[config.mk]
export PLATFORM = sky130hd
export DESIGN_NAME = debounce_sync
export DESIGN_NICKNAME = d
export VERILOG_FILES = /design/src/rtl/debounce_sync_pkg.sv /design/src/rtl/debounce_sync_sync_chain.sv /design/src/rtl/debounce_sync.sv
export SDC_FILE = /design/constraint.sdc
export NUM_CORES = 1
export LEC_CHECK = 0
export CAP_MARGIN = 5
export CORE_AREA = 2 2 39 41
export DETAILED_ROUTE_END_ITERATION = 16
export DIE_AREA = 0 0 41 43
export GPL_ROUTABILITY_DRIVEN = 0
export PLACE_DENSITY = 0.46
export SLEW_MARGIN = 5
export SYNTH_ARGS = -nofsm -noshare
export SYNTH_HDL_FRONTEND = slang
export SYNTH_SLANG_ARGS = --single-unit
[constraint.sdc]
create_clock -name clk -period 1 [get_ports clk]
set_input_delay 0.3 -clock clk [delete_from_list [all_inputs] [get_ports clk]]
set_output_delay 0.3 -clock clk [all_outputs]
set_load 0.005 [all_outputs]
[src/rtl/debounce_sync_pkg.sv]
// Shared types and defaults for the debounce/synchroniser input-conditioning blocks.
package debounce_sync_pkg;

  typedef enum logic {
    ST_IDLE = 1'b0,
    ST_PEND = 1'b1
  } state_t;

  localparam int unsigned DEF_SYNC_STAGES = 2;

  // Counter width for a stability window: ceil(log2(n)), never below one bit.
  function automatic int unsigned cnt_width(input int unsigned n);
    return (n > 1) ? $clog2(n) : 1;
  endfunction

endpackage

[src/rtl/debounce_sync_sync_chain.sv]
// Multi-flop synchroniser for an asynchronous 1-bit input; reusable by any block.
module sync_chain
  import debounce_sync_pkg::*;
#(
  parameter int unsigned STAGES    = DEF_SYNC_STAGES,
  parameter logic        RESET_VAL = 1'b0
) (
  input  logic clk,
  input  logic rst,
  input  logic d,
  output logic q
);

  logic [STAGES-1:0] sync;

  always_ff @(posedge clk) begin
    if (rst) begin
      sync <= {STAGES{RESET_VAL}};
    end else begin
      sync <= {sync[STAGES-2:0], d};
    end
  end

  assign q = sync[STAGES-1];

endmodule

[src/rtl/debounce_sync.sv]
// Synchronise and debounce a raw input; registered level, complement and edge pulses.
module debounce_sync
  import debounce_sync_pkg::*;
#(
  parameter int unsigned SYNC_STAGES   = DEF_SYNC_STAGES,
  parameter int unsigned STABLE_CYCLES = 4,
  parameter logic        RESET_VAL     = 1'b0
) (
  input  logic clk,
  input  logic rst,
  input  logic d,
  output logic q,
  output logic q_b,
  output logic rise,
  output logic fall
);

  localparam int unsigned CNT_W = cnt_width(STABLE_CYCLES);
  localparam logic [CNT_W-1:0] CNT_LAST = CNT_W'(STABLE_CYCLES - 1);

  logic             s;
  state_t           state, state_n;
  logic [CNT_W-1:0] cnt, cnt_n;
  logic             q_n, rise_n, fall_n;

  sync_chain #(
    .STAGES    (SYNC_STAGES),
    .RESET_VAL (RESET_VAL)
  ) u_sync (
    .clk (clk),
    .rst (rst),
    .d   (d),
    .q   (s)
  );

  // State, counter and all outputs are flops.
  always_ff @(posedge clk) begin
    if (rst) begin
      state <= ST_IDLE;
      cnt   <= '0;
      q     <= RESET_VAL;
      q_b   <= ~RESET_VAL;
      rise  <= 1'b0;
      fall  <= 1'b0;
    end else begin
      state <= state_n;
      cnt   <= cnt_n;
      q     <= q_n;
      q_b   <= ~q_n;
      rise  <= rise_n;
      fall  <= fall_n;
    end
  end

  // Filter: q follows s only after s has disagreed with q for STABLE_CYCLES samples.
  always_comb begin
    state_n = state;
    cnt_n   = cnt;
    q_n     = q;
    rise_n  = 1'b0;
    fall_n  = 1'b0;
    case (state)
      ST_IDLE: begin
        if (s != q) begin
          if (STABLE_CYCLES > 1) begin
            state_n = ST_PEND;
            cnt_n   = CNT_W'(1);
          end else begin
            q_n    = s;
            rise_n = s;
            fall_n = ~s;
          end
        end
      end
      ST_PEND: begin
        if (s == q) begin
          state_n = ST_IDLE;
          cnt_n   = '0;
        end else if (cnt == CNT_LAST) begin
          state_n = ST_IDLE;
          cnt_n   = '0;
          q_n     = s;
          rise_n  = s;
          fall_n  = ~s;
        end else begin
          cnt_n = cnt + CNT_W'(1);
        end
      end
      default: begin
        state_n = ST_IDLE;
        cnt_n   = '0;
      end
    endcase
  end

endmodule

### Word level (Yosys, flattened, before mapping)

Index checks and enable logic that the tools add are counted.
W data, S select, Z words.

* register bits after elaboration: 9
* latch bits: 0
* bits in writable memories: 0
* bits in read-only memories: 0
* bits of input ports: 3
* output and inout bits: 4
* word-level logic and storage cells: 32
* memories: 0

* $add $sub $neg: 1
* $mul: 0
* div/mod/pow operators: 0
* magnitude comparators: 0
* equality and inequality tests: 4
* shift operators: 0
* muxes and demuxes: 17
* bitwise gates (word level): 3
* reductions and logical operators: 0

Operators with widths (number)
* $mux W1: 9
* $pmux W1 S2: 4
* $mux W2: 3
* $pmux W2 S2: 1
* $not A1 Y1: 3
* $add A2 B1 Y2 const B: 1
* $eq A2 B2 Y1 const B: 1
* $ne A2 B2 Y1 const B: 1
* $eq A1 B1 Y1: 1
* $ne A1 B1 Y1: 1

### Logic depth before layout (Yosys ltp)

* depth in word-level cells: 5
* depth in mapped cells: 3
* mapped depth without buffers: 3

### Cells and area by module

From an unflattened synthesis, not the netlist that was laid out.

* cells, all modules: 28
* area, all modules: 332.8 um^2

By module, submodules not included
* debounce_sync: times used 1, cells an instance 24, area an instance 280.3 um^2, sequential area each 140.1 um^2
* sync_chain: times used 1, cells an instance 4, area an instance 52.6 um^2, sequential area each 40.0 um^2

### Worst setup path before layout

Ideal clock, no wire load.

* path kind: reg2reg
* start: register cnt[0]
* end: register with a tool-made name
* setup time: 0.115 ns
* arrival time: 0.882 ns
* data required time: 0.885 ns
* path slack: 0.002 ns
* stages on the path, launching flop included: 4
* buffers on the path: 0
* period minus slack after synthesis: 0.998 ns
* cell sequence: dfxtp_1 ha_1 and3_1 o21ba_2

RTL lines
* start, declared: line debounce_sync.sv:23 `logic [CNT_W-1:0] cnt, cnt_n;`
* start signal, assigned: line debounce_sync.sv:47 `cnt <= cnt_n;`

==> flow_metrics.tcl <==
set metrics [dict create \
    std_cell_rows 14 \
    crit_path_max_fanout 3 \
    ir_drop_mv 0.643 \
    p_comb_share_pct 5.3 \
    placed_area_sq_um 439 \
    layout_commonest_cell "dfxtp_1" \
    die_w_um 41 \
    syn_avg_cell_area_sq_um 12.0 \
    grt_pass1_wl_mm 1.03 \
    finalSetupViolations 0 \
    power_density_nw_per_um2 1350 \
    via_per_inst 4.39 \
    setup.worst_path.class "flop to flop" \
    worst_pin_slew_ns 0.268 \
    synth-seq-cells 9 \
    max_stage_delay_ns 0.33 \
    grt_max_degree 8 \
    tritoncts "yes" \
    crit_arrival_ns 1.14 \
    end_kind "flop" \
    power.total_uw 682 \
    power.switching_uw 140 \
    r2r_slack_ns 0.003 \
    fmax_mhz 1000 \
    syn_to_final_growth_pct 45.0 \
    die_h_um 43 \
    synth_top_area_cell "dfxtp_1" \
    hold_ws_ns 0.460 \
    pin_count 7 \
    core-area_sq_um 1380 \
    cts_setup_buffers 0 \
    finalWirelength_um 608 \
    cp_cell_sequence "ha_2 > and3_4 > o21ba_2" \
    portBuffers 6 \
    yosys_warnings 0 \
    grt_setup_unrepaired "yes" \
    nNetsFinal 47 \
    drt_iter0_drc 1 \
    p_seq_share_pct 54.8 \
    p_leak_uw 0.000200 \
    diodes 0 \
    clock-sinks 9 \
    fin_crit_ns 0.997 \
    holdBufCountCts 0 \
    die_area_sq_um 1760 \
    drtAntennaViolNets 0 \
    clk_path_buf_depth 2 \
    p_int_uw 543 \
    synth_fp_nets 34 \
    synth_top_area_share_pct 51.8 \
    nFillCells 150 \
    dp_hpwl_um 446 \
    route.detailed.drc 0 \
    clk_pin_slew_ns 0.06 \
    cp-start-kind "flop" \
    p_sw_share_pct 20.5 \
    fin_crit_sh_pct 99.7 \
    cts_inserted_buffers 3 \
    synth_area_leaders "dfxtp_1 52%, ha_1 7.2%, and2b_2 5.0%" \
    ys_seq_area_share_pct 51.8 \
    wl_per_cell_um 10.7 \
    antenna_found_initial 0 \
    hold_class "flop to flop" \
    synth_cell_types 18 \
    grt_overflow 0 \
    r2r_cells 3 \
    startpoint "cnt[0]$_SDFFE_PP0P_" \
    cts_root_buf "clkbuf_4" \
    dr.pass1.iters 2 \
    max_slew_margin_pct 82.1 \
    maxCapViolCount 0 \
    maxSlewViolCount 0 \
    vias 250 \
    grt.total_usage_pct 9.45 \
    clkLatencyLatePin_ns 0.25 \
    cts_htree_levels 1 \
    reg2reg_from "cnt[0]$_SDFFE_PP0P_" \
    fin_skew_ns 0.000665 \
    final_layout_size_suffix_gt1_share_pct 61.0 \
    synth_area_sq_um 348 \
    cp_slowest_cell "dfxtp_2" \
    start_util_pct 25.1 \
    fin_area_sq_um 504 \
    cp.required_ns 1.15 \
    hold_viol 0 \
    p_clk_share_pct 39.9 \
    syn_inst 29 \
    grt_pass1_vias 254 \
    layout_common_cells "5 x dfxtp_1, 4 x dfxtp_2, 3 x clkbuf_4, 3 x buf_2, 3 x buf_4" \
    status "completed" \
]
metal layers:
metal / track usage, % / routed length, um / part of all wire, % / vias to the layer above
met5: 0 / 0 / 0 / -
met4: 8.00 / 6 / 0.99 / 0
met3: 4.71 / 40 / 6.6 / 2
met2: 13.1 / 312 / 51 / 7
met1: 10.0 / 249 / 41 / 116
li1: - / - / - / 125
critical path: cells and delay by family, from the launching register on:
family / cells / cell delay (ns)
AOI/OAI and AO/OA: 1 / 0.20
adders and majority gates: 1 / 0.18
DFF: 1 / 0.33
and+or+nand+nor: 1 / 0.17
power by group through the flow:
stage / logic (uW) / clock network [uW] / registers (uW)
2_1_floorplan: 19.4 / 0 / 378
3_3_place_gp: 31.6 / 0 / 379
3_5_place_dp: 32.7 / 0 / 379
4_1_cts: 33.2 / 285 / 373
5_1_grt: 40.0 / 306 / 375
6_report: 36.2 / 272 / 374
Yosys cell counts:
library cell  instances
ha_1                  2
a21boi_0              1
nor4b_1               2
o21bai_1              1
or3b_1                1
dfxtp_1               9
nor3b_1               1
xnor2_1               1
inv_1                 1
a211oi_1              1
and3_1                1
nand3b_1              1
nand2_1               1
o21ba_2               1
mux2i_1               1
o21a_1                1
and2b_2               2
buf_6                 1
through the flow:
step / setup WS, ns / utilization, % / TNS [ns] / cells
2_1_floorplan: 0.00250 / - / 0 / 29
3_3_place_gp: -0.274 / 31.7 / -2.11 / 53
3_5_place_dp: -0.354 / 31.7 / -2.44 / 53
4_1_cts: -0.00234 / 33.9 / -0.00234 / 57
5_1_grt: -0.0224 / 36.4 / -0.0391 / 57
6_report: 0.00329 / 36.4 / 0 / 57
cells by family (layout without fill, tap and decap cells):
family	after synthesis	count (layout)	synth area share (%)
multiplexers	1	1	2.88
buffers and inverters	2	14	4.32
XOR/XNOR	1	1	2.52
adder cells (fa/ha/maj)	2	2	7.19
flip-flops	9	9	51.8
AND/OR/NAND/NOR	9	9	19.8
AO/OA/AOI/OAI	5	5	11.5
final cells by class:
cell class	instances	area [sq um]	share of cell area (%)
tap	16	20.0	3.97
timing repair buffer	9	67.6	13.4
multi-input combinational	18	201	40.0
inverter	1	3.75	0.744
clock buffer	4	26.3	5.21
sequential	9	185	36.7
how the worst min path moves through the flow:
stage	from	endpoint	slack, ns	depth (start not counted)
finish	u_sync.sync[0]$_SDFF_PP0_	u_sync.sync[1]$_SDFF_PP0_	0.46	1
global route	u_sync.sync[0]$_SDFF_PP0_	u_sync.sync[1]$_SDFF_PP0_	0.48	1
CTS	u_sync.sync[0]$_SDFF_PP0_	u_sync.sync[1]$_SDFF_PP0_	0.47	1
detailed placement	u_sync.sync[0]$_SDFF_PP0_	u_sync.sync[1]$_SDFF_PP0_	0.44	1
global placement	u_sync.sync[0]$_SDFF_PP0_	u_sync.sync[1]$_SDFF_PP0_	0.44	1
floorplan	u_sync.sync[0]$_SDFF_PP0_	u_sync.sync[1]$_SDFF_PP0_	0.43	1
repair_timing:
action	CTS	global route
resized for setup	24	7
endpoints found under the setup margin	9	7
pin swaps	0	0
No activity file was read; power rests on OpenSTA's default activity.
